<file path="src/rtl/uart_rx_fsm.sv">
`default_nettype none
// ============================================================================
//  Module   : uart_rx_fsm
//  Brief    : UART receive sequencer; gates the oversampling counter, sampler,
//             deserializer and parity checker, and flags each received frame.
//  Revision : 1.0
// ============================================================================
module uart_rx_fsm #(
    parameter int EDGE_MAX = 8,
    parameter int CHK_EDGE = 7
) (
    input  logic       CLK,
    input  logic       RST,
    input  logic       RX_IN,
    input  logic       PAR_EN,
    input  logic       sampled_bit,
    input  logic       par_err,
    input  logic [3:0] bit_cnt,
    input  logic [3:0] edge_cnt,
    output logic       edge_bit_en,
    output logic       dat_samp_en,
    output logic       deser_en,
    output logic       par_chk_en,
    output logic       data_valid,
    output logic       par_error,
    output logic       frame_error,
    output logic       busy
);

    localparam logic [3:0] c_edge_last = 4'(EDGE_MAX);
    localparam logic [3:0] c_chk_edge  = 4'(CHK_EDGE);
    localparam logic [3:0] c_last_data = 4'd9;

    typedef enum logic [2:0] {
        S_IDLE   = 3'd0,
        S_START  = 3'd1,
        S_DATA   = 3'd2,
        S_PARITY = 3'd3,
        S_STOP   = 3'd4
    } state_t;

    state_t state_q;
    logic   par_en_q;
    logic   par_err_q;
    logic   stp_err_q;

    logic   w_at_chk;
    logic   w_at_last;

    assign w_at_chk  = (edge_cnt == c_chk_edge);
    assign w_at_last = (edge_cnt == c_edge_last);

    assign busy        = (state_q != S_IDLE);
    assign edge_bit_en = busy;
    assign dat_samp_en = busy;
    assign deser_en    = (state_q == S_DATA)   && w_at_chk;
    assign par_chk_en  = (state_q == S_PARITY) && w_at_chk;

    always_ff @(posedge CLK or negedge RST) begin
        if (!RST) begin
            state_q     <= S_IDLE;
            par_en_q    <= 1'b0;
            par_err_q   <= 1'b0;
            stp_err_q   <= 1'b0;
            data_valid  <= 1'b0;
            par_error   <= 1'b0;
            frame_error <= 1'b0;
        end else begin
            data_valid <= 1'b0;
            case (state_q)
                S_IDLE: begin
                    if (!RX_IN) begin
                        state_q   <= S_START;
                        par_en_q  <= PAR_EN;
                        par_err_q <= 1'b0;
                        stp_err_q <= 1'b0;
                    end
                end
                S_START: begin
                    // A high majority at the check point means the low was a glitch.
                    if (w_at_chk && sampled_bit) begin
                        state_q <= S_IDLE;
                    end else if (w_at_last) begin
                        state_q <= S_DATA;
                    end
                end
                S_DATA: begin
                    if (w_at_last && (bit_cnt == c_last_data)) begin
                        state_q <= par_en_q ? S_PARITY : S_STOP;
                    end
                end
                S_PARITY: begin
                    if (w_at_last) begin
                        par_err_q <= par_err;
                        state_q   <= S_STOP;
                    end
                end
                S_STOP: begin
                    if (w_at_chk) begin
                        stp_err_q <= ~sampled_bit;
                    end
                    if (w_at_last) begin
                        state_q     <= S_IDLE;
                        data_valid  <= ~(par_err_q | stp_err_q);
                        par_error   <= par_err_q;
                        frame_error <= stp_err_q;
                    end
                end
                default: state_q <= S_IDLE;
            endcase
        end
    end

endmodule
`default_nettype wire

</file>
<file path="config.mk">
export PLATFORM = sky130hd
export DESIGN_NAME = uart_rx_fsm
export DESIGN_NICKNAME = d
export VERILOG_FILES = /design/src/rtl/uart_rx_fsm.sv
export SDC_FILE = /design/constraint.sdc
export NUM_CORES = 1
export LEC_CHECK = 0
export BUFFER_PORTS_ARGS = -buffer_cell sky130_fd_sc_hd__buf_2
export CAP_MARGIN = 30
export CORE_AREA = 10 10 47 49
export CTS_BUF_LIST = sky130_fd_sc_hd__clkbuf_8
export DETAILED_ROUTE_END_ITERATION = 8
export DIE_AREA = 0 0 57 59
export MAX_ROUTING_LAYER = met4
export PLACE_DENSITY_LB_ADDON = 0.2
export RECOVER_POWER = 50
export SYNTH_ARGS = -nofsm -noshare
export SYNTH_HDL_FRONTEND = slang
export SYNTH_SLANG_ARGS = --single-unit
</file>
<file path="constraint.sdc">
create_clock -name CLK -period 3.29 [get_ports CLK]
set_clock_uncertainty 0.1 [all_clocks]
set_input_delay 0.1645 -clock CLK [delete_from_list [all_inputs] [get_ports CLK]]
set_output_delay 0.1645 -clock CLK [all_outputs]
set_load 0.05 [all_outputs]
</file>
Word level (Yosys, flattened, before mapping)
Index checks and enable logic that the tools add are counted.
Storage, ports and cells
  output and inout bits: 8
  bits in registers: 9
  bits of input ports: 14
  logic and storage cells: 52
Cells by class
  eq/ne operators: 13
  multiplexer cells: 15
  bitwise logic cells: 4
  reductions and logical operators: 13
Operator list (number)
  $mux 3: 7
  $pmux 3 s5: 1
  $eq 4x4->1 const B: 2
  $ne 2x2->1 const B: 4
  $eq 3x2->1 const B: 2
  $reduce_and 3->1: 2
  $mux 1: 5
  $reduce_and 5->1: 1
  $eq 4x3->1 const B: 1
  $logic_and 1x1->1: 4
  $pmux 1 s2: 2
  $reduce_and 2->1: 2
  $reduce_bool 2->1: 2
  $eq 3x1->1 const B: 1
  $eq 3x3->1 const B: 1
  $logic_not 3->1: 1
  $ne 3x3->1 const B: 1
  $not 1->1: 3
  $reduce_bool 3->1: 1
  $ne 2x1->1 const B: 1
  $or 1x1->1: 1

Longest topological paths before layout
Gate-level depths: netlist (run 1).
  depth after elaboration: 4
  gate-level depth with buffers: 5
  gate-level depth less buffers: 4

Worst setup path before layout (run 1)
OpenSTA, ideal clock, no wires.
  path type: register -> register
  from: register state_q[0]
  to: register par_en_q
  library setup time: 125 ps
  arrival time: 1623 ps
  path buffers: 1
  data required time: 3065 ps
  path slack: 1443 ps
  period minus slack after synthesis: 1847 ps
  cell stages (with the launch flop): 6
  cells stage by stage: dfrtp_1 > clkbuf_1 > nor2_1 > nand2_1 > nor2_1 > mux2_2
Between the ends
  cells in the longest elaborated chain, start to end: 2
Ends and longest elaborated chain
  from (decl): line 42  | state_t state_q;
  from (signal assigned): line 89  | state_q <= par_en_q ? S_PARITY : S_STOP;
  $logic_not 3->1: line 70  | case (state_q)
  $reduce_and 2->1 (no source line)
  to (signal assigned): line 62  | par_en_q <= 1'b0;
  to (signal assigned): line 74  | par_en_q <= PAR_EN;
  to (decl): line 43  | logic par_en_q;
No other way between the ends.
A chain may end at the register's enable or synchronous reset.

Worst setup path in the final report (run 1)
  from: register state_q[1]
  to: output par_chk_en
Between the ends
  cells in the longest elaborated chain, start to end: 2
Ends and longest elaborated chain
  $eq 3x2->1: line 57  | assign par_chk_en = (state_q == S_PARITY) && w_at_chk;
  $logic_and 1x1->1: line 57
  to (decl): line 23  | output logic par_chk_en,
No other way between the ends.

==> results of run 1 <==
-- sequential cells by signal, summed over array words and instances (netlist names) --
register,flops
data_valid,1
frame_error,1
par_en_q,1
par_err_q,1
par_error,1
state_q,3
stp_err_q,1
-- metal layers --
metal / wire length [um] / vias up / GRT usage / part of all wire
li1: - / 255 / - / -
met1: 663 / 230 / 0.0976 / 0.47
met2: 617 / 27 / 0.121 / 0.43
met3: 94 / 4 / 0.0215 / 0.066
met4: 50 / 0 / 0.0839 / 0.035
met5: 0 / - / - / 0
-- worst max-delay path: stages (launching register included) --
cell and delay [ps]:
dfrtp_1 500, nor2b_1 340, and3_1 210, buf_2 260
-- through the flow --
stage | instance area, sq um | setup WS (ps) | total power [mW] | cells | hold WS, ps
CTS | 699 | 1500 | 0.408 | 95 | 54.3
detailed placement | 644 | 1480 | 0.282 | 90 | -69.9
global route | 694 | 1400 | 0.431 | 95 | 70.5
floorplan | 542 | 1440 | 0.253 | 57 | -231
global placement | 644 | 1560 | 0.278 | 90 | -71.4
finish | 694 | 1480 | 0.406 | 95 | 58.6
-- cell usage in the layout, fill, tap and decap left out, types with 3 or more instances in the layout --
cell and count:
buf_2 17, clkbuf_1 4, clkbuf_8 3, dfrtp_1 9, inv_1 3, nand2_1 6, nor2_1 3, o22ai_1 3
-- final timing paths --
path,start,end,slack (ps),cells past startpoint
setup / recovery,state_q[1],par_chk_en,1480,3
hold / removal,sampled_bit,stp_err_q,60,2
setup reg to reg,state_q[0],state_q[0],1660,4
hold reg to reg,par_err_q,data_valid,350,1
max in group asynchronous,RST,data_valid,2460,2
min in group asynchronous,RST,stp_err_q,300,2
-- logic make-up (layout without fill, tap and decap cells) --
logic type | after synthesis | count (layout) | synth area share
and+or+nand+nor | 24 | 24 | 0.270
AOI/OAI and AO/OA | 15 | 15 | 0.199
DFF | 9 | 9 | 0.416
buffers and inverters | 6 | 28 | 0.0554
muxes | 3 | 3 | 0.0600
-- power by group through the flow --
stage / clock network, mW / registers, mW / logic, mW
6_report: 0.125 / 0.151 / 0.129
5_1_grt: 0.134 / 0.155 / 0.141
4_1_cts: 0.127 / 0.151 / 0.130
3_5_place_dp: 0 / 0.153 / 0.129
3_3_place_gp: 0 / 0.153 / 0.126
2_1_floorplan: 0 / 0.136 / 0.116
-- Yosys cell counts (2+ instances only) --
| library cell | instances | area share |
|---|---|---|
| o22ai_1 | 3 | 0.035 |
| buf_4 | 2 | 0.028 |
| nor2_1 | 3 | 0.021 |
| nand3_1 | 2 | 0.018 |
| dfrtp_1 | 9 | 0.42 |
| nor3b_1 | 2 | 0.028 |
| nand2b_1 | 2 | 0.023 |
| and3_1 | 2 | 0.023 |
| nand2_1 | 6 | 0.042 |
| inv_1 | 2 | 0.014 |
| mux2_2 | 2 | 0.042 |
| a31oi_1 | 2 | 0.023 |
| clkbuf_1 | 2 | 0.014 |
| o21ai_0 | 2 | 0.018 |
-- layout make-up --
class                   count  area share
flip-flops and latches      9       0.324
clock inverters             1     0.00541
well taps                  16      0.0288
multi-input cells          42       0.413
repair buffers             22       0.159
inverters                   2      0.0108
clock buffers               3      0.0595
==> out/results.tsv, run 1 <==
metric	value	unit
gp_congestion	0.862	
synthesis.nets	71	
cell_internal_pwr	262	uW
grt_setup_unrepaired	no	
fp.coreArea	1400	sq um
fp.dieW	57	um
clock-sinks	9	
drt_iter0_drc	18	
worst_setup_path_start_kind	flip-flop	
clock-root-buffer	clkbuf_8	
fillers	145	
postRouteAntennaNets	0	
finalHoldViolCount	0	
cts_resized	0	
p_clk_frac	0.309	
avgRoutedWirePerCell	15.0	um
hold_buffers	1	
cp_data_required_time	3030	ps
pwr_density_cell	584	nW/um^2
max-slew-margin-rel	0.407	
cts_buffer_depth	2	
switching_power	143	uW
min_path_type	input pin to flip-flop	
setup_viol_count_final	0	
avgSynthCellArea	9.50	sq um
drv_cap	0	
synth_seq_cells	9	
crit_type	flip-flop to output port	
cts_max_level	1	
wirelength	1430	um
period_needed	1810	ps
cts_tree	yes	
cp_max_fo	10	
design.die.area	3360	sq um
numCtsBuffers	3	
arrival	1550	ps
synth_enable_flop_cells	0	
outcome	finished, final reports clean	
row_count	14	
diodes	0	
pin_count	22	
clk_latency	230	ps
leakage	0.320	nW
irDropWorstVdd	245	uV
synthCells	57	
post_cts_buffers	0	
seq_area_frac_synth	0.416	
ys_warn_count	0	
die_y	59	um
synth_ff_type	dfrtp_1	
fin_nets	94	
dp_hpwl	1140	um
clk_pin_slew	50	ps
async_flop_share	1.00	
slew_viol_final	0	
swShare	0.353	
grt_start_max_net_pins	11	
area.sequential	225	sq um
vias	516	
multi_input_area	287	sq um
viasPerCell	5.43	
track_usage	0.0866	
port_buffers	21	
final.setup.tns	0	ps
fin_util	0.496	
max_freq	553	MHz
start_util	0.387	
drive_above_1_share	0.329	
grt_pass1_wl	2240	um
end_kind	output port	
worst_pin_slew	878	ps
antenna_found_initial	0	
power_frac_comb	0.317	
grt_overflow_total	0	
drc_errors	0	
ys_types	30	
area_growth	28.2	%
min_period_over_period	0.550	
power_frac_seq	0.373	
synth_area	542	sq um
drt-pass1-iter-count	4	
grt_pass1_vias	520	
Power figures use the tool's default switching activity.
==> inputs of run 2 (changes only) <==
- ABC_AREA: default -> 1
- clock period: 3.29 -> 1.8 ns (I/O delays scaled with it)
==> out/results.tsv, run 2 <==
metric	value	unit
outcome	finished, final reports clean	
slew_viol_final	0	
dp_hpwl	1250	um
port_buffers	21	
setup_viol_count_final	0	
numCtsBuffers	3	
power_frac_comb	0.583	
async_flop_share	1.00	
worst_setup_path_start_kind	flip-flop	
drt-pass1-iter-count	4	
grt_setup_unrepaired	no	
clock-sinks	9	
synthesis.nets	96	
use_met1	0.0879	
row_count	14	
vias	569	
cts_max_level	1	
end_kind	output port	
top_register	state_q	
start_util	0.429	
ys_warn_count	0	
track_usage	0.0938	
cts_tree	yes	
clock-root-buffer	clkbuf_8	
max-slew-margin-rel	0.604	
post_cts_buffers	0	
gp_congestion	0.880	
fin_nets	121	
irDropWorstVdd	1010	uV
finalHoldViolCount	0	
synth_seq_cells	9	
dp.cells	117	
viasPerCell	4.66	
wirelength	1480	um
cts_buffer_depth	2	
grt_start_max_net_pins	10	
min_path_type	input pin to flip-flop	
p_total	1.32	mW
yosysTopAreaCellShare	0.374	
drc_errors	0	
final.setup.tns	0	ps
yosys-top-cells-count	nand2_1, dfrtp_1, inv_1	
synthTopCellsByArea	dfrtp_1, nand2_1, nand3_1, inv_1, nand2_2	
area_growth	26.2	%
grt_use_met3	0.0386	
cts_resized	0	
drt_iter0_drc	7	
arrival	1390	ps
switching_power	683	uW
antenna_found_initial	0	
worst_pin_slew	597	ps
grt_overflow_total	0	
ys_types	22	
max_freq	633	MHz
power_frac_seq	0.243	
postRouteAntennaNets	0	
clk_pin_slew	50	ps
layout_commonest_cell	nand2_1	
r2r_slack	430	ps
diodes	0	
largest_register_ffs	3	
grt_pass1_wl	2490	um
finalNonFillerCells	122	
clk_latency	230	ps
synth.most_common_cell	nand2_1	
min_period_over_period	0.878	
synth_enable_flop_cells	0	
hold_buffers	1	
leakage	0.399	nW
period_needed	1580	ps
swShare	0.519	
synth_area	602	sq um
fp.coreArea	1400	sq um
drv_cap	0	
pwr_density_cell	1730	nW/um^2
design.die.area	3360	sq um
synth_ff_type	dfrtp_1	
die_y	59	um
drive_above_1_share	0.349	
cp_data_required_time	1610	ps
pin_count	22	
avgSynthCellArea	7.34	sq um
p_clk_frac	0.175	
grt_util_met2	0.169	
synth_largest_area_cell	dfrtp_1	
grt_pass1_vias	590	
synthCells	82	
seq_area_frac_synth	0.374	
crit_type	flip-flop to output port	
fp.dieW	57	um
cp_max_fo	5	
cell_internal_pwr	632	uW
grt.busiest_layer	met2	
avgRoutedWirePerCell	12.1	um
mostFrequentLayoutCells	nand2_1, buf_2, inv_1, dfrtp_1	
[run 2: changes by cell type in the layout (fill, tap and decap cells not counted), moves of 3 or more]
| cell | change |
|---|---|
| nand3_1 | +4 |
| nor2_2 | +3 |
| nand2_1 | +16 |
| nor2_1 | +3 |
| nand2_2 | +4 |
| o22ai_1 | -3 |
| inv_1 | +6 |
| inv_2 | +3 |
[run 2: final cells by class]
cell class / count / area [sq um]
clock buffers: 3 / 41.3
clock inverters: 1 / 3.75
fillers: 143 / 642
inverters: 12 / 45.0
multi-input cells: 59 / 314
flip-flops and latches: 9 / 225
well taps: 16 / 20.0
repair buffers: 22 / 110
[run 2: power groups by stage]
stage / clock network [mW] / registers, mW / logic, mW
2_1_floorplan: 0 / 0.324 / 0.656
3_3_place_gp: 0 / 0.321 / 0.770
3_5_place_dp: 0 / 0.319 / 0.777
4_1_cts: 0.238 / 0.318 / 0.779
5_1_grt: 0.247 / 0.328 / 0.842
6_report: 0.230 / 0.319 / 0.766
[run 2: kinds of logic after synthesis]
group	after synthesis	share of synthesized area
buffers and inverters	14	0.0998
AND/OR/NAND/NOR	49	0.414
AO/OA/AOI/OAI	10	0.112
flip-flops	9	0.374
[run 2: worst max-delay path, stage by stage (launching register included)]
cell	delay (ps)
dfrtp_1	380
inv_2	90
nand2_1	80
nor2_1	170
inv_1	80
nor2_1	90
buf_2	280
[run 2: metrics by stage]
step	hold slack [ps]	setup slack [ps]	util	instance area, sq um
2_1_floorplan	-306	276	-	602
3_3_place_gp	-147	487	0.508	712
3_5_place_dp	-146	441	0.508	712
4_1_cts	8.89	248	0.547	767
5_1_grt	14.2	98.3	0.542	759
6_report	9.12	219	0.542	759
[run 2: worst paths after layout]
path / startpoint / end / cells past startpoint
hold reg to reg: par_err_q / data_valid / 1
setup reg to reg: state_q[1] / frame_error / 6
hold / removal: par_err / par_err_q / 3
min in group asynchronous: RST / par_err_q / 2
max in group asynchronous: RST / par_en_q / 2
setup / recovery: state_q[2] / par_chk_en / 6
[run 2: metal layers]
layer	up-vias	wire length [um]
met5	-	0
li1	305	-
met2	9	778
met3	4	79
met4	0	19
met1	251	599
==> inputs of run 3 (changes only) <==
- REMOVE_ABC_BUFFERS: default -> 1
==> out/results.tsv, run 3 (synthesis gave the netlist of run 2 again) <==
metric	value	unit
outcome	finished, final reports clean	
pin_count	22	
irDropWorstVdd	1100	uV
track_usage	0.0923	
grt_pass1_vias	576	
drv_cap	0	
pwr_density_cell	1740	nW/um^2
cts_tree	yes	
fp.coreArea	1400	sq um
drt-pass1-iter-count	4	
post_cts_buffers	0	
antenna_found_initial	0	
viasPerCell	4.82	
finalHoldViolCount	0	
drive_above_1_share	0.349	
dp_hpwl	1270	um
die_y	59	um
postRouteAntennaNets	0	
min_period_over_period	0.842	
grt_overflow_total	0	
setup_viol_count_final	0	
cts_max_level	1	
switching_power	696	uW
cp-startpoint	state_q[2]	
grt_pass1_wl	2420	um
worst_setup_path_start_kind	flip-flop	
drc_errors	0	
final.setup.tns	0	ps
diodes	0	
grt_setup_unrepaired	no	
leakage	0.396	nW
numCtsBuffers	3	
arrival	1330	ps
dp.cells	117	
start_util	0.429	
fin_hold_ws	14.9	ps
fin_nets	121	
row_count	14	
end_kind	output port	
top_register	state_q	
clock-root-buffer	clkbuf_8	
power_frac_seq	0.239	
clock-sinks	9	
fp.dieW	57	um
cell_internal_pwr	629	uW
avgRoutedWirePerCell	12.2	um
gp_congestion	0.879	
largest_register_ffs	3	
power_frac_comb	0.585	
finalNonFillerCells	122	
layout_commonest_cell	nand2_1	
min_from	par_err	
area_growth	26.4	%
design.die.area	3360	sq um
crit_type	flip-flop to output port	
fin_util	0.543	
mostFrequentLayoutCells	nand2_1, buf_2, inv_1, dfrtp_1, nand3_1	
cp_data_required_time	1610	ps
port_buffers	21	
drt_iter0_drc	7	
cts_buffer_depth	2	
grt_start_max_net_pins	10	
r2r-start	state_q[1]	
clk_latency	230	ps
worst_pin_slew	631	ps
vias	588	
p_clk_frac	0.176	
cp_max_fo	5	
max-slew-margin-rel	0.581	
slew_viol_final	0	
period_needed	1520	ps
wirelength	1490	um
r2r_slack	450	ps
max_freq	660	MHz
min_path_type	input pin to flip-flop	
swShare	0.525	
clk_pin_slew	50	ps
run 3: cell count changes in the layout (fill, tap and decap cells not counted):
cell	delta
buf_2	-1
nor2_1	-1
nor2_2	+1
clkbuf_1	+1
run 3: cell type report:
type                            count  area (sq um)
Clock buffer                        3          41.3
Clock inverter                      1          3.75
Fill cell                         147           641
Inverter                           12          45.0
Multi-Input combinational cell     59           317
Sequential cell                     9           225
Tap cell                           16          20.0
Timing Repair Buffer               22           109
run 3: metrics by stage:
step           worst slack (ps)  power [mW]  area, sq um
2_1_floorplan             -56.5       0.932          587
3_3_place_gp                483        1.10          712
3_5_place_dp                460        1.10          712
4_1_cts                     265        1.34          767
5_1_grt                     172        1.43          761
6_report                    284        1.32          761
run 3: routing by layer:
| metal | vias to the layer above | track usage | wire length, um |
|---|---|---|---|
| met2 | 9 | 0.175 | 858 |
| met3 | 0 | 0.0494 | 72 |
| li1 | 307 | - | - |
| met5 | - | - | 0 |
| met1 | 272 | 0.0813 | 559 |
| met4 | 0 | 0.0101 | 0 |
run 3: worst max-delay path, cell delays in order, from the launching register on:
cell     delay [ps]
dfrtp_1         380
inv_2            90
nand2_1          80
nor2_2          120
inv_1            70
nor2_1           80
buf_2           270
run 3: power by group through the flow:
| stage | sequential [mW] | combinational [mW] | clock (mW) |
|---|---|---|---|
| 4_1_cts | 0.316 | 0.784 | 0.237 |
| 5_1_grt | 0.324 | 0.857 | 0.248 |
| 2_1_floorplan | 0.324 | 0.609 | 0 |
| 3_3_place_gp | 0.319 | 0.779 | 0 |
| 3_5_place_dp | 0.320 | 0.779 | 0 |
| 6_report | 0.317 | 0.775 | 0.233 |
run 3: path summary, 6_finish.rpt:
| kind | endpoint | depth (start not counted) |
|---|---|---|
| max in group asynchronous | state_q[1] | 2 |
| setup reg to reg | par_error | 6 |
| hold / removal | par_err_q | 3 |
| setup / recovery | par_chk_en | 6 |
| min in group asynchronous | data_valid | 2 |
| hold reg to reg | data_valid | 1 |
run 3: what timing repair did:
action,4_1_cts,5_1_grt
endpoints found under the hold margin,9,0
hold buffers,1,0
resized for setup,0,0
